[src/rtl/segment_sampler_pkg.sv]
// Shared types and constants for the segment value sampler and its LFSR.
// Latency: n/a (types, constants and a pure combinational helper).
// Backpressure: n/a.
package segment_sampler_pkg;

   typedef enum logic [1:0] {
      IDLE = 2'd0,
      CALC = 2'd1,
      DRAW = 2'd2,
      DONE = 2'd3
   } state_t;

   // Galois taps for x^16+x^14+x^13+x^11+1, right-shifting form.
   localparam logic [15:0] LFSR_TAPS  = 16'hB400;
   localparam logic [15:0] LFSR_RESET = 16'h0001;

   // Smallest 2^k-1 covering rng: smear the top set bit into every lower bit.
   function automatic logic [15:0] mask_from_range(input logic [15:0] rng);
      logic [15:0] m;
      m = rng;
      m = m | (m >> 1);
      m = m | (m >> 2);
      m = m | (m >> 4);
      m = m | (m >> 8);
      return m;
   endfunction

endpackage

[src/rtl/lfsr16.sv]
// 16-bit Galois LFSR with seed load (zero seed replaced by LFSR_RESET).
// Latency: new state visible the cycle after load/step.
// Backpressure: none; advances only when step is high, load has priority.
// Ports: in_clock/in_reset (async active-low), load+seed, step, state.
module lfsr16
   import segment_sampler_pkg::*;
(
   input  logic        in_clock,
   input  logic        in_reset,
   input  logic        load,
   input  logic [15:0] seed,
   input  logic        step,
   output logic [15:0] state
);

   always_ff @(posedge in_clock or negedge in_reset) begin
      if (!in_reset) begin
         state <= LFSR_RESET;
      end else if (load) begin
         // An all-zero state would lock the LFSR up forever.
         state <= (seed == 16'h0000) ? LFSR_RESET : seed;
      end else if (step) begin
         state <= (state >> 1) ^ (state[0] ? LFSR_TAPS : 16'h0000);
      end
   end

endmodule

[src/rtl/segment_value_sampler.sv]
// Draws a uniform value inside the chosen segment's [lower, upper] bounds.
// Latency: 3 cycles best case, MAX_TRIES+2 worst case, 2 for an empty segment.
// Backpressure: none; in_start is ignored while out_busy is high (no queue).
// Ports: in_clock, in_reset (async active-low), in_seed_load/in_seed,
//        in_start/in_segment_number, in_lower0..3/in_upper0..3,
//        out_value/out_valid/out_error/out_busy.
module segment_value_sampler
   import segment_sampler_pkg::*;
#(
   parameter int WIDTH     = 8,
   parameter int MAX_TRIES = 8
) (
   input  logic             in_clock,
   input  logic             in_reset,
   input  logic             in_seed_load,
   input  logic [15:0]      in_seed,
   input  logic             in_start,
   input  logic [1:0]       in_segment_number,
   input  logic [WIDTH-1:0] in_lower0,
   input  logic [WIDTH-1:0] in_lower1,
   input  logic [WIDTH-1:0] in_lower2,
   input  logic [WIDTH-1:0] in_lower3,
   input  logic [WIDTH-1:0] in_upper0,
   input  logic [WIDTH-1:0] in_upper1,
   input  logic [WIDTH-1:0] in_upper2,
   input  logic [WIDTH-1:0] in_upper3,
   output logic [WIDTH-1:0] out_value,
   output logic             out_valid,
   output logic             out_error,
   output logic             out_busy
);

   localparam int TW = $clog2(MAX_TRIES + 1);

   state_t           state;
   logic [WIDTH-1:0] lower_q;
   logic [WIDTH-1:0] upper_q;
   logic [WIDTH-1:0] range_q;
   logic [15:0]      mask_q;
   logic [TW-1:0]    tries_q;
   logic [TW-1:0]    tries_nxt;
   logic [15:0]      lfsr_state;
   logic [15:0]      cand;
   logic [WIDTH-1:0] sel_lower;
   logic [WIDTH-1:0] sel_upper;
   logic [WIDTH-1:0] diff;

   always_comb begin
      sel_lower = in_lower0;
      sel_upper = in_upper0;
      case (in_segment_number)
         2'd1:    begin sel_lower = in_lower1; sel_upper = in_upper1; end
         2'd2:    begin sel_lower = in_lower2; sel_upper = in_upper2; end
         2'd3:    begin sel_lower = in_lower3; sel_upper = in_upper3; end
         default: begin sel_lower = in_lower0; sel_upper = in_upper0; end
      endcase
   end

   assign diff      = upper_q - lower_q;
   // Full 16-bit candidate; mask_q has zeros above WIDTH so the top bits are 0.
   assign cand      = lfsr_state & mask_q;
   assign tries_nxt = tries_q + 1'b1;

   lfsr16 u_lfsr (
      .in_clock (in_clock),
      .in_reset (in_reset),
      .load     ((state == IDLE) && in_seed_load && !in_start),
      .seed     (in_seed),
      .step     (state == DRAW),
      .state    (lfsr_state)
   );

   always_ff @(posedge in_clock or negedge in_reset) begin
      if (!in_reset) begin
         state     <= IDLE;
         lower_q   <= '0;
         upper_q   <= '0;
         range_q   <= '0;
         mask_q    <= '0;
         tries_q   <= '0;
         out_value <= '0;
         out_error <= 1'b0;
      end else begin
         case (state)
            IDLE: begin
               if (in_start) begin
                  lower_q <= sel_lower;
                  upper_q <= sel_upper;
                  state   <= CALC;
               end
            end
            CALC: begin
               if (lower_q > upper_q) begin
                  out_value <= lower_q;
                  out_error <= 1'b1;
                  state     <= DONE;
               end else begin
                  range_q <= diff;
                  mask_q  <= mask_from_range(16'(diff));
                  tries_q <= '0;
                  state   <= DRAW;
               end
            end
            DRAW: begin
               if (cand <= 16'(range_q)) begin
                  out_value <= lower_q + cand[WIDTH-1:0];
                  out_error <= 1'b0;
                  state     <= DONE;
               end else begin
                  tries_q <= tries_nxt;
                  // mask <= 2*range+1, so cand>>1 <= range: always in bounds.
                  if (tries_nxt == TW'(MAX_TRIES)) begin
                     out_value <= lower_q + WIDTH'(cand >> 1);
                     out_error <= 1'b0;
                     state     <= DONE;
                  end
               end
            end
            DONE:    state <= IDLE;
            default: state <= IDLE;
         endcase
      end
   end

   assign out_valid = (state == DONE);
   assign out_busy  = (state != IDLE);

endmodule
[config.mk]
export PLATFORM = sky130hd
export DESIGN_NAME = segment_value_sampler
export DESIGN_NICKNAME = d
export VERILOG_FILES = /design/src/rtl/segment_sampler_pkg.sv /design/src/rtl/lfsr16.sv /design/src/rtl/segment_value_sampler.sv
export SDC_FILE = /design/constraint.sdc
export NUM_CORES = 1
export LEC_CHECK = 0
export CAP_MARGIN = 40
export CORE_ASPECT_RATIO = 1.5
export CORE_MARGIN = 2
export CORE_UTILIZATION = 50
export DETAILED_ROUTE_END_ITERATION = 8
export HOLD_SLACK_MARGIN = 0.06
export PLACE_DENSITY = 0.79
export SYNTH_ARGS = -nofsm -noshare
export SYNTH_HDL_FRONTEND = slang
export SYNTH_SLANG_ARGS = --single-unit
[constraint.sdc]
create_clock -name in_clock -period 6.8 [get_ports in_clock]
set_input_delay 0.68 -clock in_clock [delete_from_list [all_inputs] [get_ports in_clock]]
set_output_delay 0.68 -clock in_clock [all_outputs]
set_load 0.02 [all_outputs]
## Yosys cells after proc, flatten, opt, wreduce, memory -nomap -nowiden

Index checks and enable logic that the tools add are counted.

| storage, ports and cells | value |
|---|---|
| register bits after elaboration | 71 |
| latch bits | 0 |
| RAM bits | 0 |
| memory bits (read-only) | 0 |
| input bits | 86 |
| output and inout port bits | 11 |
| logic and storage cells | 69 |
| memories kept | 0 |

| operators by class | value |
|---|---|
| add/sub/neg operators | 4 |
| $mul | 0 |
| div/mod/pow operators | 0 |
| magnitude comparators | 2 |
| eq/ne operators | 12 |
| shifts and indexed selects | 0 |
| mux-type cells | 22 |
| bitwise logic cells | 7 |
| reductions and logical operators | 13 |

Operator list:

| cell | number |
|---|---|
| two-way mux 16 bit | 4 |
| one-hot mux 8 bit (3 select lines) | 2 |
| two-way mux 8 bit | 3 |
| adder 8 bit | 2 |
| bitwise AND 16 bit | 1 |
| <= comparator 16 x 8 -> 1 bit | 1 |
| logical NOT 16 bit | 1 |
| one-hot mux 8 bit (2 select lines) | 1 |
| bitwise XOR 15 x 16 -> 16 bit | 1 |
| equality test 2 bit (second input constant) | 4 |
| > comparator 8 bit | 1 |
| two-way mux 4 bit | 2 |
| != test 2 bit (second input constant) | 4 |
| OR 8 x 1 -> 8 bit (second input constant) | 1 |
| OR 8 x 4 -> 8 bit | 1 |
| OR 8 x 6 -> 8 bit | 1 |
| OR 8 x 7 -> 8 bit | 1 |
| one-hot mux 2 bit (4 select lines) | 1 |
| one-hot mux 4 bit (2 select lines) | 1 |
| subtractor 8 bit | 1 |
| two-way mux 2 bit | 3 |
| AND reduction 2 bit | 3 |
| AND reduction 3 bit | 2 |
| nonzero test 2 bit | 3 |
| 10 further kinds | 15 |

## Depth between registers and ports, before layout

| logic depth | value |
|---|---|
| depth in word-level cells | 5 |
| gate-level depth with buffers | 17 |

## Hierarchy

A second synthesis with hierarchy kept.

| second synthesis, totals | value |
|---|---|
| cells, all modules | 407 |
| area total of the unflattened synthesis | 4247.8 µm² |

Modules (own cells, without submodules):

| module | instances | cells an instance | area each (µm²) | seq. area each (µm²) |
|---|---|---|---|---|
| segment_value_sampler | 1 | 329 | 3408.3 | 1151.1 |
| lfsr16 | 1 | 78 | 839.6 | 401.6 |

## Least setup slack after synthesis

OpenSTA, ideal clock, no wires.

| timing | value |
|---|---|
| kind | reg-to-reg |
| from | reg u_lfsr.state[0] |
| to | reg out_value[7] |
| setup time | 0.140 ns |
| data arrival time | 3.358 ns |
| data required time | 6.660 ns |
| setup slack | 3.302 ns |
| cell stages (with the launch flop) | 16 |
| buffers on the path | 2 |
| clock period less this slack | 3.498 ns |
| cell sequence | dfstp_2 > clkbuf_1 > nand2_1 > ha_1 > nand4_1 > mux2_4 > nand2_2 > clkbuf_1 > o21ai_0 > ha_1 > a211oi_1 > a21oi_1 > o41ai_1 > o2111ai_1 > o2111ai_1 > o221ai_1 |

| between the ends | value |
|---|---|
| cells in the longest elaborated chain, start to end | 4 |
| elaborated cells between the ends (all ways) | 7 |

RTL lines:

| element | line | RTL |
|---|---|---|
| start, declared | lfsr16.sv:13 | `output logic [15:0] state` |
| start signal, assigned | lfsr16.sv:21 | `state <= (seed == 16'h0000) ? LFSR_RESET : seed;` |
| start signal, assigned | lfsr16.sv:23 | `state <= (state >> 1) ^ (state[0] ? LFSR_TAPS : 16'h0000);` |
| bitwise AND 16 bit (*) | segment_value_sampler.sv:61 | `assign cand = lfsr_state & mask_q;` |
| <= comparator 16 x 8 -> 1 bit or adder 8 bit (tied branches) | segment_value_sampler.sv:105, segment_value_sampler.sv:106 |  |
| != test 3 bit (no source line) or two-way mux 8 bit (tied branches) | -- |  |
| AND reduction 3 bit (no source line) or one-hot mux 8 bit (2 select lines) (tied branches) | -- |  |
| end signal, assigned | segment_value_sampler.sv:94 | `out_value <= lower_q;` |
| end signal, assigned | segment_value_sampler.sv:106 | `out_value <= lower_q + cand[WIDTH-1:0];` |
| end signal, assigned | segment_value_sampler.sv:113 | `out_value <= lower_q + WIDTH'(cand >> 1);` |
| end, declared | segment_value_sampler.sv:27 | `output logic [WIDTH-1:0] out_value,` |

Mark *: on every way between the ends. The rest lies on a longest branch, timed or not.
A chain may end at the register's enable or synchronous reset.

## Worst setup path after layout

| timing | value |
|---|---|
| from | reg u_lfsr.state[5] |
| to | reg out_value[7] |

| between the ends | value |
|---|---|
| cells in the longest elaborated chain, start to end | 5 |
| elaborated cells between the ends (all ways) | 9 |

RTL lines:

| element | line | RTL |
|---|---|---|
| bitwise AND 16 bit (*) | segment_value_sampler.sv:61 |  |
| adder 8 bit | segment_value_sampler.sv:113 |  |
| two-way mux 8 bit | segment_value_sampler.sv:112 | `if (tries_nxt == TW'(MAX_TRIES)) begin` |
| two-way mux 8 bit | segment_value_sampler.sv:105 | `if (cand <= 16'(range_q)) begin` |
| one-hot mux 8 bit (2 select lines) | segment_value_sampler.sv:84 | `case (state)` |

Mark *: on every way between the ends. The rest lies on a longest branch, timed or not. The select of a mux whose other input is x is not followed.

==> results.ini <==
[sta]
hold_violations=0
period_needed_ps=3650
max_freq_mhz=274
fin_skew_ps=4.46
period_share_pct=53.7
worst_slack_ps=3150
worst_pin_slew_ps=799
drv_slew=0
relSlewSlack_pct=46.8
rsz0062_at_grt=no
setup-violations-final=0
finalSetupTns_ps=0

[floorplan]
io_pins=97
dieHeight_um=118
row_count=41
die_x_um=79.7
fp.dieArea_sq_mm=0.00936
core_sq_mm=0.00836
start_util_pct=51.4

[yosys]
synth.top_cell.area_share_pct=35.5
synth_top_family_by_area=multiplexers
synthMostInstantiatedCell=dfrtp_1
async_flop_share_pct=100
yosys-top-cells-count=61 x dfrtp_1, 36 x inv_1, 35 x nor2_1
yosysSeqAreaShare_pct=36.1
synth.distinct_cells=62
synth_flop_cell=dfrtp_1
yosys_warnings=0
ys_top_cells_by_area=dfrtp_1 36%, ha_1 8.7%, mux4_2 8.4%
synth_compound_area_share_pct=16.1
netlist_instances=423
synth_edf_count=0
netlist_area_sq_mm=0.00430
synth_adder_area_share_pct=9.67
syn_area_per_cell_sq_um=10.2
yosys.area_share.simple_pct=11.5
ys_ff_latch=62
synth.area.mux_share_pct=19.5
synth-xor-area-share_pct=2.04
synth_top_area_cell=dfrtp_1
synthesis.nets=541

[worst_setup_path]
crit_path_max_incr_delay_ps=390
path_class=register to register
worstSetupStartpointType=register
crit_buf_inv=1
critPathMaxFanout=19
end_kind=register
arrival_ps=3850
critPathTopFamily=compound AO/OA/AOI/OAI gates
crit_path_cell_trace=nand2_1, inv_1, ha_1, a211o_1, o211a_1, nand3b_2, nand2_2, nand2_1, o21ai_0, ha_1, a211oi_1, a21oi_1, o41ai_1, o2111ai_1, o2111ai_1, o221ai_1
required_ps=6990
crit_slowest_cell=dfrtp_1

[clocking]
ctsLongestPathBuffers=2
clkLatencyLatePin_ps=330
cts_setup_buffers=0
clockRootBuffer=clkbuf_16
postCtsHoldBufs=0
cts_tree=built
clkSinkCount=62
numCtsBuffers=9
htreeDepth=3
cts_resized=0
clk_pin_slew_ps=50

[drt]
first_pass_iters=4
post-route-drc-count=0
finalWirelength_um=10000
via_per_inst=5.64
dr.first_iter.drc_count=192
drtAntennaViolNets=0
wire_per_inst_um=15.9
num_vias=3550

[placed_design]
globalplace.congestion=0.943
io_buffers=96
preCtsSetupSlack_ps=3170
dp_cells=613
detailed_place_hpwl_um=7970
dpl-instance-area_sq_mm=0.00538

[cells_and_area]
drive_gt1_share_pct=13.8
stdcell_area_sq_mm=0.00570
final_util_pct=68.1
final-instance-count-excl-fill=629
diodes=0
area.growth.synth_to_final_pct=32.6
fin_nets=635

[power]
power_leakage_nw=2.45
peakVddDrop_uv=324
p_per_area_mw_per_mm2=601

[global_route]
grt_pass1_vias=3867
antenna_found_initial=0
track_usage_pct=23.8
grt_max_degree=63
grt_overflow_total=0
grt_pass1_wl_um=17400

[flow_run]
max-cap-violations=0

[worst_hold_path]
hold_path_class=register to register

[run_status]
outcome=finished clean

power by group:
part / switching, mW / total [mW] / internal [mW]
Clock: 0.159 / 0.489 / 0.329
Combinational: 1.23 / 2.23 / 1.00
Sequential: 0.145 / 0.697 / 0.553
cells by family after synthesis:
| kind of cell | Yosys count |
|---|---|
| XOR/XNOR | 10 |
| AO/OA/AOI/OAI | 103 |
| buffers and inverters | 54 |
| adder cells (fa/ha/maj) | 32 |
| multiplexers | 60 |
| flip-flops | 62 |
| AND/OR/NAND/NOR | 102 |
placed cells by master, fill, tap and decap left out, types with 3 or more instances in the layout:
cell	count
nor2_1	35
ha_1	29
nor3_1	3
nand3b_1	3
nand3_1	7
inv_1	36
clkbuf_16	9
nor4_1	3
nor2b_1	5
a31oi_1	6
mux2i_1	22
xnor2_1	7
o21a_1	7
clkdlybuf4s50_1	95
nand2_1	29
xor2_1	3
a211o_1	4
mux4_2	16
nand2b_1	4
dfrtp_1	61
mux2_2	20
o21ai_0	22
a21oi_1	33
through the flow:
stage | total power [mW] | hold slack [ps]
after floorplan | 2.38 | 384
after global placement | 2.84 | 466
after detailed placement | 2.94 | 478
after CTS | 3.45 | 489
after global routing | 3.74 | 527
final | 3.42 | 487
path summary, 6_finish.rpt:
path,start,end,slack [ps],cells past startpoint
min in group asynchronous,in_reset,out_value[3]$_DFFE_PN0P_,520,2
worst max-delay path,u_lfsr.state[5]$_DFFE_PN0P_,out_value[7]$_DFFE_PN0P_,3150,16
worst min register to register,range_q[2]$_DFFE_PN0P_,range_q[2]$_DFFE_PN0P_,490,2
worst max register to register,u_lfsr.state[5]$_DFFE_PN0P_,out_value[7]$_DFFE_PN0P_,3150,16
max in group asynchronous,in_reset,u_lfsr.state[10]$_DFFE_PN0P_,5750,2
worst min-delay path,range_q[2]$_DFFE_PN0P_,range_q[2]$_DFFE_PN0P_,490,2
sequential cells by signal, summed over array words and instances, names as in the netlist:
signal / flops
u_lfsr.state: 16
mask_q: 7
out_value: 8
upper_q: 8
tries_q: 4
state: 2
out_error: 1
lower_q: 8
range_q: 8
metal layers:
| metal | track usage, % | part of all wire (%) | wire, um |
|---|---|---|---|
| met5 | 0 | 0 | 0 |
| met1 | 24.6 | 35 | 3530 |
| met4 | 15.1 | 4.8 | 476 |
| met3 | 2.91 | 4.0 | 396 |
| met2 | 43.6 | 56 | 5610 |
final cells by class:
type                            count  area (sq um)
Tap cell                          107           134
Sequential cell                    62          1550
Fill cell                         647          2670
Clock buffer                       12           246
Timing Repair Buffer              101          1030
Inverter                           36           135
Multi-Input combinational cell    307          2530
Clock inverter                      4          70.1
worst register-to-register path: stages (launching register included):
cell       delay, ps
dfrtp_1          390
nand2_1           80
inv_1             60
ha_1             300
a211o_1          260
o211a_1          150
nand3b_2         280
nand2_2          280
nand2_1           80
o21ai_0          120
ha_1             300
a211oi_1         240
a21oi_1          110
o41ai_1          370
o2111ai_1        220
o2111ai_1        140
o221ai_1         130
Power figures use the tool's default switching activity.
